$ cat src/rtl/hazard_pkg.sv
// Shared opcode classes, FSM state encoding and register-use decode for the
// hazard unit.
package hazard_pkg;

  localparam logic [6:0] OP_R      = 7'b0110011;
  localparam logic [6:0] OP_LOAD   = 7'b0000011;
  localparam logic [6:0] OP_STORE  = 7'b0100011;
  localparam logic [6:0] OP_BRANCH = 7'b1100011;
  localparam logic [6:0] OP_OPIMM  = 7'b0010011;
  localparam logic [6:0] OP_NOP    = 7'b0000000;

  typedef enum logic {
    RUN    = 1'b0,
    FREEZE = 1'b1
  } state_e;

  function automatic logic uses_rs1(input logic [6:0] op);
    return (op == OP_R) || (op == OP_LOAD) || (op == OP_STORE) ||
           (op == OP_BRANCH) || (op == OP_OPIMM);
  endfunction

  function automatic logic uses_rs2(input logic [6:0] op);
    return (op == OP_R) || (op == OP_STORE) || (op == OP_BRANCH);
  endfunction

endpackage

$ cat src/rtl/sat_counter.sv
// Event counter that sticks at all-ones instead of wrapping.
module sat_counter #(
  parameter int W = 16
) (
  input  logic         clk,
  input  logic         rst_n,
  input  logic         inc,
  output logic [W-1:0] q
);

  always_ff @(posedge clk or negedge rst_n) begin
    if (!rst_n) begin
      q <= '0;
    end else if (inc && (q != {W{1'b1}})) begin
      q <= q + W'(1);
    end
  end

endmodule

$ cat src/rtl/hazard_unit.sv
// Load-use stall, branch flush and slow-memory freeze control for the
// 5-stage pipeline, with saturating event statistics.
//
// state  | meaning
// RUN    | normal hazard evaluation; may freeze on a stalled memory access
// FREEZE | memory access outstanding; whole pipeline held, timeout counting
module hazard_unit
  import hazard_pkg::*;
#(
  parameter int CNT_W       = 16,
  parameter int MEM_TIMEOUT = 64
) (
  input  logic             clk,
  input  logic             rst_n,
  input  logic             id_valid,
  input  logic [6:0]       id_opcode,
  input  logic [4:0]       id_rs1,
  input  logic [4:0]       id_rs2,
  input  logic [4:0]       id_rd,
  input  logic             ex_branch_taken,
  input  logic             dmem_ready,
  output logic             pipeline_stall,
  output logic             pc_write,
  output logic             if_id_write,
  output logic             if_id_flush,
  output logic             id_ex_flush,
  output logic             freeze,
  output logic [CNT_W-1:0] stall_cnt,
  output logic [CNT_W-1:0] flush_cnt,
  output logic [CNT_W-1:0] freeze_cnt,
  output logic             mem_timeout
);

  localparam int TW = $clog2(MEM_TIMEOUT + 1);
  localparam logic [TW-1:0] TMO_MAX = TW'(MEM_TIMEOUT);

  logic          ex_valid, ex_load, ex_acc;
  logic [4:0]    ex_rd;
  logic          mem_valid, mem_acc;
  state_e        state_q, state_d;
  logic [TW-1:0] tmo_q, tmo_d;
  logic          mem_timeout_q;
  logic          load_use, freeze_cond, flush, stall;

  always_comb begin
    load_use = id_valid & ex_valid & ex_load & (ex_rd != 5'd0) &
               ((uses_rs1(id_opcode) & (ex_rd == id_rs1)) |
                (uses_rs2(id_opcode) & (ex_rd == id_rs2)));
    // With the shadows held during FREEZE this reduces to !dmem_ready there.
    freeze_cond = mem_valid & mem_acc & ~dmem_ready;
    flush       = ~freeze_cond & ex_branch_taken;
    stall       = ~freeze_cond & ~ex_branch_taken & load_use;
  end

  assign freeze         = freeze_cond;
  assign pipeline_stall = stall;
  assign if_id_flush    = flush;
  assign id_ex_flush    = flush;
  assign pc_write       = ~freeze_cond & ~stall;
  assign if_id_write    = ~freeze_cond & ~stall;
  assign mem_timeout    = mem_timeout_q;

  always_ff @(posedge clk or negedge rst_n) begin
    if (!rst_n) begin
      ex_valid  <= 1'b0;
      ex_load   <= 1'b0;
      ex_acc    <= 1'b0;
      ex_rd     <= 5'd0;
      mem_valid <= 1'b0;
      mem_acc   <= 1'b0;
    end else if (!freeze_cond) begin
      ex_valid  <= id_valid & ~stall & ~flush;
      ex_load   <= (id_opcode == OP_LOAD);
      ex_acc    <= (id_opcode == OP_LOAD) || (id_opcode == OP_STORE);
      ex_rd     <= id_rd;
      mem_valid <= ex_valid;
      mem_acc   <= ex_acc;
    end
  end

  always_comb begin
    state_d = freeze_cond ? FREEZE : RUN;
    tmo_d   = tmo_q;
    if (state_d == RUN) begin
      tmo_d = '0;
    end else if ((state_q == FREEZE) && (tmo_q != TMO_MAX)) begin
      tmo_d = tmo_q + TW'(1);
    end
  end

  always_ff @(posedge clk or negedge rst_n) begin
    if (!rst_n) begin
      state_q       <= RUN;
      tmo_q         <= '0;
      mem_timeout_q <= 1'b0;
    end else begin
      state_q       <= state_d;
      tmo_q         <= tmo_d;
      mem_timeout_q <= mem_timeout_q | (tmo_d == TMO_MAX);
    end
  end

  sat_counter #(.W(CNT_W)) u_stall_cnt (
    .clk(clk), .rst_n(rst_n), .inc(stall), .q(stall_cnt)
  );

  sat_counter #(.W(CNT_W)) u_flush_cnt (
    .clk(clk), .rst_n(rst_n), .inc(flush), .q(flush_cnt)
  );

  sat_counter #(.W(CNT_W)) u_freeze_cnt (
    .clk(clk), .rst_n(rst_n), .inc(freeze_cond), .q(freeze_cnt)
  );

endmodule

$ cat config.mk
export PLATFORM = sky130hd
export DESIGN_NAME = hazard_unit
export DESIGN_NICKNAME = d
export VERILOG_FILES = /design/src/rtl/hazard_pkg.sv /design/src/rtl/sat_counter.sv /design/src/rtl/hazard_unit.sv
export SDC_FILE = /design/constraint.sdc
export NUM_CORES = 1
export LEC_CHECK = 0
export ABC_CLOCK_PERIOD_IN_PS = 1940
export BUFFER_PORTS_ARGS = -buffer_cell sky130_fd_sc_hd__buf_2
export CAP_MARGIN = 20
export CELL_PAD_IN_SITES_DETAIL_PLACEMENT = 1
export CELL_PAD_IN_SITES_GLOBAL_PLACEMENT = 2
export CORE_ASPECT_RATIO = 0.7
export CORE_UTILIZATION = 30
export DETAILED_ROUTE_END_ITERATION = 7
export PLACE_DENSITY = 0.86
export SETUP_SLACK_MARGIN = 0.05
export SLEW_MARGIN = 20
export SYNTH_ARGS = -nofsm -noshare
export SYNTH_HDL_FRONTEND = slang
export SYNTH_SLANG_ARGS = --single-unit
$ cat constraint.sdc
create_clock -name clk -period 1.94 [get_ports clk]
set_input_delay 0 -clock clk [delete_from_list [all_inputs] [get_ports clk]]
set_output_delay 0 -clock clk [all_outputs]
set_load 0.01 [all_outputs]
==> results of run 1 <==
## area by class of cell
class	count	area, um^2	area share (%)
flip-flops and latches	67	1680	36.5
multi-input cells	220	1600	34.8
repair buffers	129	807	17.5
clock buffers	12	267	5.79
well taps	132	165	3.59
clock inverters	4	47.5	1.03
inverters	9	33.8	0.734
## metal layers
metal | wire length [um] | track usage [%] | vias up
met4 | 73 | 5.37 | 0
li1 | - | - | 1306
met2 | 4420 | 27.7 | 63
met3 | 414 | 4.97 | 6
met1 | 4250 | 21.5 | 1370
met5 | 0 | 0 | -
## logic make-up after synthesis
logic type / count (synthesis) / share of synthesized area, %
AND/OR/NAND/NOR: 135 / 22.3
multiplexers: 4 / 1.39
buffers and inverters: 16 / 2.28
adder cells (fa/ha/maj): 5 / 1.93
flip-flops: 67 / 51.7
AO/OA/AOI/OAI: 18 / 4.67
XOR/XNOR: 58 / 15.7
## synth_stat cells, drive strengths merged
| library cell | n | area [um^2] |
|---|---|---|
| a2111o | 1 | 11.3 |
| a211oi | 1 | 7.51 |
| a21oi | 4 | 20.0 |
| a31oi | 2 | 27.5 |
| a32o | 1 | 10.0 |
| a41oi | 1 | 8.76 |
| and3 | 8 | 51.3 |
| and4 | 6 | 57.6 |
| buf | 6 | 36.3 |
| clkbuf | 1 | 3.75 |
| dfrtp | 67 | 1680 |
| ha | 5 | 62.6 |
| inv | 9 | 33.8 |
| mux2 | 4 | 45.0 |
| nand2 | 45 | 169 |
| nand2b | 3 | 18.8 |
| nand3 | 21 | 105 |
| nand3b | 2 | 18.8 |
| nand4 | 13 | 81.3 |
| nand4bb | 1 | 11.3 |
| nor2 | 21 | 78.8 |
| nor3 | 5 | 25.0 |
| nor3b | 3 | 27.5 |
| nor4 | 1 | 21.3 |
| nor4b | 1 | 15.0 |
| o21ai | 4 | 31.3 |
| o22a | 1 | 10.0 |
| o311ai | 1 | 8.76 |
| o31ai | 1 | 7.51 |
| o41ai | 1 | 8.76 |
| or2 | 1 | 6.26 |
| or2b | 1 | 11.3 |
| or3 | 1 | 6.26 |
| or4 | 2 | 18.8 |
| xnor2 | 44 | 385 |
| xor2 | 14 | 123 |
## flip-flops by register name, indices dropped and copies added, names as in the netlist
signal / cells
u_flush_cnt.q: 16
u_freeze_cnt.q: 16
u_stall_cnt.q: 16
tmo_q: 7
ex_rd: 5
ex_acc: 1
ex_load: 1
ex_valid: 1
mem_acc: 1
mem_timeout: 1
mem_valid: 1
state_q: 1
## critical path, cell delays in order, from the launching register on
cell,delay (ns)
dfrtp_1,0.43
xnor2_1,0.19
nand4_1,0.13
o22a_4,0.27
nor4b_4,0.32
buf_6,0.18
mux2_4,0.30
## worst min-delay path by stage
stage                            start          endpoint  slack, ns  cells past startpoint
after detailed placement         rst_n  u_flush_cnt.q[1]       0.06                      2
after global placement           rst_n  u_flush_cnt.q[1]       0.05                      2
final                     id_opcode[3]            ex_acc       0.08                      3
after floorplan                  rst_n            ex_acc      -0.30                      0
after CTS                 id_opcode[3]            ex_acc       0.06                      3
after global routing      id_opcode[3]            ex_acc       0.09                      3
## per-stage QoR
step                      utilization (%)  setup TNS (ns)  area, um^2
after floorplan                         -               0        3240
after global placement               38.1               0        3970
after detailed placement             38.1        -0.00769        3970
after CTS                            42.5               0        4430
after global routing                 44.1          -0.670        4600
final                                44.1        -0.00330        4600
## power breakdown
part	leakage, nW	internal (W)	total, W	switching [W]
Clock	0.155	0.00110	0.00169	0.000600
Combinational	1.21	0.000196	0.000399	0.000203
Sequential	0.891	0.00148	0.00157	0.0000929
## what timing repair did
action	in CTS	in global routing
hold buffers	11	0
pin swaps	7	13
gates cloned	0	1
setup buffers	2	9
setup endpoints to repair	11	35
gates resized for setup	6	22
endpoints found under the hold margin	75	0
==> summary.md, run 1 <==
| Metric | Value |
|---|---|
| Final period util | 100% |
| Global route overflow | 0 |
| Placed cells | 534 |
| Worst IR Drop VDD | 0.000449 V |
| Most frequent cells in the layout | 82 x buf_2, 64 x dfrtp_1, 43 x nand2_1 |
| Clk slew on worst S/H paths | ~0.06 ns |
| Sequential element share of the synthesized area | 51.7% |
| Worst EP arrival | between 2 and 2.5 ns |
| Critical Path RT | 2.15 ns |
| Commonest non-fill, non-tap cell in the layout | buf_2 |
| LEAKAGE | 2.26 nW |
| CTS buffer count | 9 |
| Die height | slightly below 90 um |
| Max frequency | 0.515 GHz |
| Syn. warnings | 0 |
| H-tree Lvls | 3 |
| # fillers | ~1.2k |
| HPWL after detailed placement | roughly 6.4 mm |
| Die area | roughly 11000 um^2 |
| Setup CP Type | reg -> reg |
| Startpoint types | register |
| Routed wire per std cell | 16.0 um |
| Root buf cell | clkbuf_16 |
| Synthesized flop and latch total | 67 |
| Worst Path Max Fanout | 6 |
| Reg2Reg Depth | 6 |
| Status | finished with violations |
| Routed Antenna Nets | 0 |
| Ports | 82 |
| Clk buf depth | 2 |
| Internal reg-to-reg setup slack | -0.003 ns |
| RR Endpoint | u_stall_cnt.q[1] |
| Drt drc | 0 |
| Number of max-cap violations | 0 |
| Syn_area_per_cell | 10.7 um^2 |
| Layout cells sized above 1 | 38.3% |
| All-Layer GR Usage | 16.8% |
| Power per cell area | 797 nW/um^2 |
| First-pass GRT wire length | between 10 and 15 mm |
| Critical Path Sink Type | register |
| Number of hold violations in the final report | 0 |
| Start point of the critical path | ex_rd[3] |
| RSZ-0062 raised after global routing | true |
| Largest net degree at the start of global routing | 68 |
| Max-slew headroom | 70.2% |
| Mapped Nets | 335 |
| Class of the worst hold path | in -> reg |
| I/O Buffers | 81 |
| Vias in the first global route | 2860 |
| Syn Std Cell Area | 3240 um^2 |
| Pre-CTS setup slack | -0.00769 ns |
| Syn Inst Count | 303 |
| Fin worst setup slack | -0.00330 ns |
| Initial antenna violation count | 0 |
| Unique masters post-synth | 46 |
| # diodes | 0 |
| Reg2reg start | ex_rd[3] |
| Initial core utilization | 31.1% |
| Placer Congestion | between 0.8 and 0.9 |
| Least-Margin Pin Slew | 0.442 ns |
| Vias | around 2.7k |
| Max-slew violations | 0 |
| Routed wire length | around 9.2 mm |
| First-pass DRT Iterations | 4 |
| Clk sinks | 67 |
| Total Power | between 0.003 and 0.004 W |
| Core area | 10400 um^2 |
| Die W | 126 um |
| Post-layout nets | 468 |
| Failing checks | setup timing |
| Vias/cell | 4.79 |
| P&R area growth vs syn | 42.1% |
| Initial drt markers | 100 |
| Worst-skew pair later-pin latency | 0.33 ns |
| Worst hold slack | 0.0845 ns |
| Site row count | 31 |
| Non-Filler Instances | 573 |
| Post-layout minimum cycle time | slightly below 2 ns |
| Count of final setup violators | 1 |
| CTS tree | built |
| Skew final | 0.00501 ns |
| Worst setup path end | u_stall_cnt.q[1] |
Power figures use the tool's default switching activity.
==> run 2, diff against run 1 <==
--- a/config.mk
+++ b/config.mk
@@ -5,15 +5,14 @@
 export SDC_FILE = /design/constraint.sdc
 export NUM_CORES = 1
 export LEC_CHECK = 0
-export ABC_CLOCK_PERIOD_IN_PS = 1940
 export BUFFER_PORTS_ARGS = -buffer_cell sky130_fd_sc_hd__buf_2
 export CAP_MARGIN = 20
 export CELL_PAD_IN_SITES_DETAIL_PLACEMENT = 1
 export CELL_PAD_IN_SITES_GLOBAL_PLACEMENT = 2
 export CORE_ASPECT_RATIO = 0.7
-export CORE_UTILIZATION = 30
+export CORE_UTILIZATION = 36
 export DETAILED_ROUTE_END_ITERATION = 7
-export PLACE_DENSITY = 0.86
+export PLACE_DENSITY = 0.95
 export SETUP_SLACK_MARGIN = 0.05
 export SLEW_MARGIN = 20
 export SYNTH_ARGS = -nofsm -noshare
==> constraint.sdc (replaced) <==
create_clock -name clk -period 2.3 [get_ports clk]
set_input_delay 0 -clock clk [delete_from_list [all_inputs] [get_ports clk]]
set_output_delay 0 -clock clk [all_outputs]
set_load 0.01 [all_outputs]
==> run 2 against run 1 <==
The flow now finishes without violations. Sequential share of layout area is 3.4 points higher. Power is 18% lower. First-iteration DRC count is 5.0% lower. Combinational power is 23% lower. Clock skew is 0.00097 ns lower. Global-route usage is 1.3 points higher. Clock power is 18% lower. Final area is 8.8% lower. Flip-flop and latch count stayed put. Non-clock buffer count is 33 lower. Clock-buffer cell count stayed put. Hold slack worse by 0.066 ns. Critical endpoint is now ex_acc. Largest power group unchanged. Highest routed layer unchanged.
==> summary.md, run 2 (synthesis results as in run 1) <==
| Metric | Value |
|---|---|
| Root buf cell | clkbuf_16 |
| Post-DP Area | between 3000 and 4000 um^2 |
| TNS Setup | 0 ns |
| CP Depth | 5 |
| Utilization after layout | 48.9% |
| # diodes | 0 |
| # fillers | 1001 |
| Critical Path Sink Type | register |
| Placed cells | 502 |
| Max-slew headroom | 42.9% |
| Setup CP Type | reg -> reg |
| I/O Buffers | 81 |
| Post-layout nets | 435 |
| Initial antenna violation count | 0 |
| Critical path's slowest cell | dlygate4sd3_1 |
| First-pass GRT wire length | 13.0 mm |
| Cts hold-fix bufs | 10 |
| Worst IR Drop VDD | 0.000370 V |
| Worst EP arrival | between 2 and 2.5 ns |
| Placer Congestion | 0.778 |
| Core area | 8580 um^2 |
| Layout cells sized above 1 | 28.7% |
| Pre-CTS setup slack | around 0.28 ns |
| Post-route cell area | roughly 4200 um^2 |
| Largest net degree at the start of global routing | 68 |
| Die area | around 9400 um^2 |
| Status | complete, no violations |
| Vias/cell | ~4.8 |
| Worst Path Max Fanout | 17 |
| Crit-path cells | nand3b_2 -> buf_4 -> inv_1 -> o41ai_1 -> dlygate4sd3_1 |
| Most frequent cells in the layout | 81 x buf_2, 67 x dfrtp_1, 45 x nand2_1 |
| Startpoint types | register |
| Clk buf depth | 2 |
| Sum of buffers and inverters on the critical path | 3 |
| Fin worst setup slack | 0.276 ns |
| Class of the worst hold path | in -> reg |
| Max incr delay on CP | roughly 0.6 ns |
| Number of hold violations in the final report | 0 |
| Routed wire per std cell | 15.1 um |
| Non-Filler Instances | ~530 |
| Number of max-cap violations | 0 |
| Global route overflow | 0 |
| Vias in the first global route | about 2.6k |
| Initial drt markers | 95 |
| Commonest non-fill, non-tap cell in the layout | buf_2 |
| PostCTS Resize Cnt | 0 |
| Routed wire length | 7.97 mm |
| All-Layer GR Usage | between 10% and 20% |
| CP delay by family, top | buffers and inverters |
| First-pass DRT Iterations | 4 |
| Routed Antenna Nets | 0 |
| Power per cell area | 721 nW/um^2 |
| Die W | around 120 um |
| Ports | 82 |
| Clk slew on worst S/H paths | 0.05 ns |
| Reg2Reg Depth | 5 |
| CTS buffer count | 9 |
| Regs by FF count | u_flush_cnt.q (16), u_freeze_cnt.q (16), u_stall_cnt.q (16) |
| Least-Margin Pin Slew | 0.856 ns |
| Vias | 2560 |
| P&R area growth vs syn | 29.6% |
| H-tree Lvls | 3 |
| Hold depth | 3 |
| Worst-skew pair later-pin latency | 0.33 ns |
| Drt drc | 0 |
| LEAKAGE | 2.04 nW |
| CTS tree | built |
| RSZ-0062 raised after global routing | false |
| Site row count | 28 |
| Critical Path RT | around 2.6 ns |
| Post-layout minimum cycle time | 2.02 ns |
| Die height | 81.4 um |
| Clk sinks | 67 |
| # Post-CTS Setup Buffers | 0 |
| Max-slew violations | 0 |
| Max frequency | between 0.4 and 0.5 GHz |
| Count of final setup violators | 0 |
| Initial core utilization | 37.8% |
| Final period util | 88.0% |
| Skew final | about 0.0040 ns |
| HPWL after detailed placement | 5.73 mm |
run 2: cell types whose count changed in the layout (fill, tap and decap cells not counted), moves of 2 or more:
cell	previous run	this run
nand2_1	43	45
xnor2_2	2	0
nor3_2	2	0
dfrtp_2	3	0
nand3_2	2	0
xnor2_1	42	44
nor3_1	3	5
nand3_1	18	21
nand2_2	2	0
dfrtp_1	64	67
buf_4	34	5
run 2: worst paths after layout:
| kind | startpoint | endpoint | slack, ns |
|---|---|---|---|
| worst max register to register | mem_acc | ex_acc | 0.28 |
| max in group asynchronous | rst_n | u_flush_cnt.q[9] | 1.33 |
| worst min register to register | mem_timeout | mem_timeout | 0.47 |
| min in group asynchronous | rst_n | ex_rd[3] | 0.42 |
| worst max-delay path | mem_acc | ex_acc | 0.28 |
| worst min-delay path | id_opcode[6] | ex_load | 0.02 |
run 2: routing by layer:
metal / track usage, % / part of all wire [%]
met5: 0 / 0
met4: 5.84 / 0.69
met1: 23.4 / 48
met3: 4.70 / 4.9
met2: 29.6 / 46
run 2: worst reg2reg max path, stage by stage (launching register included):
cell,delay [ns]
dfrtp_1,0.37
nand3b_2,0.10
buf_4,0.25
inv_1,0.27
o41ai_1,0.38
dlygate4sd3_1,0.60
run 2: final cells by class:
cell class / count / area, um^2 / area share (%)
timing repair buffer: 96 / 543 / 12.9
clock buffer: 12 / 256 / 6.11
multi-input combinational: 220 / 1490 / 35.5
inverter: 9 / 33.8 / 0.805
clock inverter: 4 / 48.8 / 1.16
tap: 120 / 150 / 3.58
sequential: 67 / 1680 / 39.9
run 2: through the flow:
stage / power [W] / hold WS, ns
3_3_place_gp: 0.00164 / 0.206
3_5_place_dp: 0.00165 / 0.208
5_1_grt: 0.00317 / 0.0927
2_1_floorplan: 0.00150 / -0.296
6_report: 0.00303 / 0.0189
4_1_cts: 0.00308 / 0.00920
run 2: report_power, final:
group / internal (W) / switching, W / total [W]
Sequential: 0.00125 / 0.0000788 / 0.00133
Clock: 0.000896 / 0.000494 / 0.00139
Combinational: 0.000151 / 0.000157 / 0.000308
==> run 3, diff against run 2 <==
--- a/config.mk
+++ b/config.mk
@@ -12,7 +12,7 @@
 export CORE_ASPECT_RATIO = 0.7
 export CORE_UTILIZATION = 36
 export DETAILED_ROUTE_END_ITERATION = 7
-export PLACE_DENSITY = 0.95
+export PLACE_DENSITY_LB_ADDON = 0.1
 export SETUP_SLACK_MARGIN = 0.05
 export SLEW_MARGIN = 20
 export SYNTH_ARGS = -nofsm -noshare
==> run 3 against run 2 <==
Wire length down 3.7%. Cell count up 0.57%. Die area unchanged. Final area up 0.30%. Largest power group is now registers.
==> summary.md, run 3 (synthesis results as in run 1) <==
| Metric | Value |
|---|---|
| Status | complete, no violations |
| CTS buffer count | 9 |
| Ports | 82 |
| Routed wire length | 7.67 mm |
| WHS Endpoint | mem_acc |
| Number of max-cap violations | 0 |
| # fillers | 969 |
| # diodes | 0 |
| Post-layout nets | about 440 |
| Core area | 8580 um^2 |
| Site row count | 28 |
| CTS tree | built |
| Die height | 81.4 um |
| Power per cell area | 703 nW/um^2 |
| Count of final setup violators | 0 |
| # Post-CTS Setup Buffers | 0 |
| Reg2Reg Depth | 5 |
| Worst IR Drop VDD | 0.000504 V |
| P&R area growth vs syn | 30.0% |
| Critical Path RT | 2.57 ns |
| Internal reg-to-reg setup slack | 0.24 ns |
| Most frequent cells in the layout | 81 x buf_2, 67 x dfrtp_1, 45 x nand2_1 |
| Max frequency | slightly below 0.5 GHz |
| Die area | 9390 um^2 |
| Commonest non-fill, non-tap cell in the layout | buf_2 |
| Clk sinks | 67 |
| Root buf cell | clkbuf_16 |
| Register Area | 1680 um^2 |
| Least-Margin Pin Slew | 0.599 ns |
| Start point of the critical path | mem_acc |
| First-pass DRT Iterations | 4 |
| Reg2reg start | mem_acc |
| Skew final | 0.00503 ns |
| Post-layout minimum cycle time | between 2 and 2.5 ns |
| Vias | 2531 |
| Drt drc | 0 |
| Number of hold violations in the final report | 0 |
| HPWL after detailed placement | 5.61 mm |
| Routed wire per std cell | 14.5 um |
| RSZ-0062 raised after global routing | false |
| Initial antenna violation count | 0 |
| LEAKAGE | 2.05 nW |
| Setup CP Type | reg -> reg |
| RR Endpoint | ex_acc |
| Regs by FF count | u_flush_cnt.q (16), u_freeze_cnt.q (16), u_stall_cnt.q (16) |
| I/O Buffers | 81 |
| All-Layer GR Usage | 18.2% |
| Die W | 115 um |
| Multi-input logic area | 1490 um^2 |
| Clk slew on worst S/H paths | 0.05 ns |
| Pre-CTS setup slack | about 0.30 ns |
| Worst-skew pair later-pin latency | ~0.33 ns |
| Worst EP arrival | 2.33 ns |
| Routed Antenna Nets | 0 |
| Hold depth | 3 |
| Startpoint types | register |
| Class of the worst hold path | in -> reg |
| Global route overflow | 0 |
| Initial drt markers | 92 |
| Vias in the first global route | between 2k and 3k |
| Largest net degree at the start of global routing | between 40 and 50 |
| Final period util | 89.6% |
| H-tree Lvls | 3 |
| Initial core utilization | 37.8% |
| Max-slew headroom | 59.6% |
| Placer Congestion | 0.752 |
| Worst Path Max Fanout | 15 |
| Layout cells sized above 1 | ~29% |
| First-pass GRT wire length | between 10 and 15 mm |
| Hold path startpoint | dmem_ready |
| Fin worst setup slack | 0.238 ns |
| TNS Setup | 0 ns |
| Clk buf depth | 2 |
| Critical Path Sink Type | register |
| Vias/cell | 4.77 |
| Max-slew violations | 0 |
-- run 3: changes by cell type in the layout (fill, tap and decap cells not counted) --
cell           delta
bufinv_16         -1
clkinv_2          -1
dlygate4sd3_1     +1
clkinv_4          -1
buf_4             +2
clkbuf_8          +2
clkbuf_1          +1
-- run 3: per-stage QoR --
step | total power (W) | util [%] | hold WS [ns] | area, um^2 | std cells
6_report | 0.00296 | 49.1 | 0.0543 | 4210 | 531
5_1_grt | 0.00311 | 49.1 | 0.0688 | 4210 | 531
4_1_cts | 0.00301 | 49.1 | 0.0482 | 4210 | 531
3_5_place_dp | 0.00165 | 44.4 | 0.110 | 3810 | 504
3_3_place_gp | 0.00164 | 44.4 | 0.113 | 3810 | 504
2_1_floorplan | 0.00150 | - | -0.296 | 3240 | 303
-- run 3: what timing repair did --
item / CTS / global route
endpoints found under the hold margin: 50 / 0
hold buffers: 11 / 0
gates resized for setup: 0 / 0
setup endpoints to repair: 0 / 0
-- run 3: how the worst max path moves through the flow --
stage | end | slack [ns] | cells after the start
floorplan | u_stall_cnt.q[11] | 0.43 | 6
global placement | u_stall_cnt.q[15] | 0.31 | 6
detailed placement | u_stall_cnt.q[1] | 0.30 | 6
CTS | ex_acc | 0.25 | 5
global route | ex_acc | 0.06 | 5
finish | ex_acc | 0.24 | 5
-- run 3: per-layer routing --
metal  global-route usage, %  share of wire [%]  vias up
met5                       0                  0        -
met2                    26.5                 43       57
met4                    4.29               0.76        0
li1                        -                  -     1241
met3                    6.87                5.3        6
met1                    25.5                 51     1227
-- run 3: worst max-delay path, stage by stage (launching register included) --
cell	delay, ns
dfrtp_1	0.37
nand3b_2	0.18
buf_4	0.24
inv_1	0.23
o41ai_1	0.38
dlygate4sd3_1	0.60
-- run 3: cell type report --
| type | instances | share of cell area (%) |
|---|---|---|
| clock inverters | 1 | 0.119 |
| well taps | 120 | 3.57 |
| repair buffers | 99 | 13.5 |
| multi-input cells | 220 | 35.4 |
| clock buffers | 15 | 6.83 |
| flip-flops and latches | 67 | 39.8 |
| inverters | 9 | 0.802 |
-- run 3: power by group --
part | switching (W) | leakage, nW | internal [W]
Sequential | 0.0000763 | 0.895 | 0.00125
Combinational | 0.000155 | 1.01 | 0.000152
Clock | 0.000483 | 0.146 | 0.000846
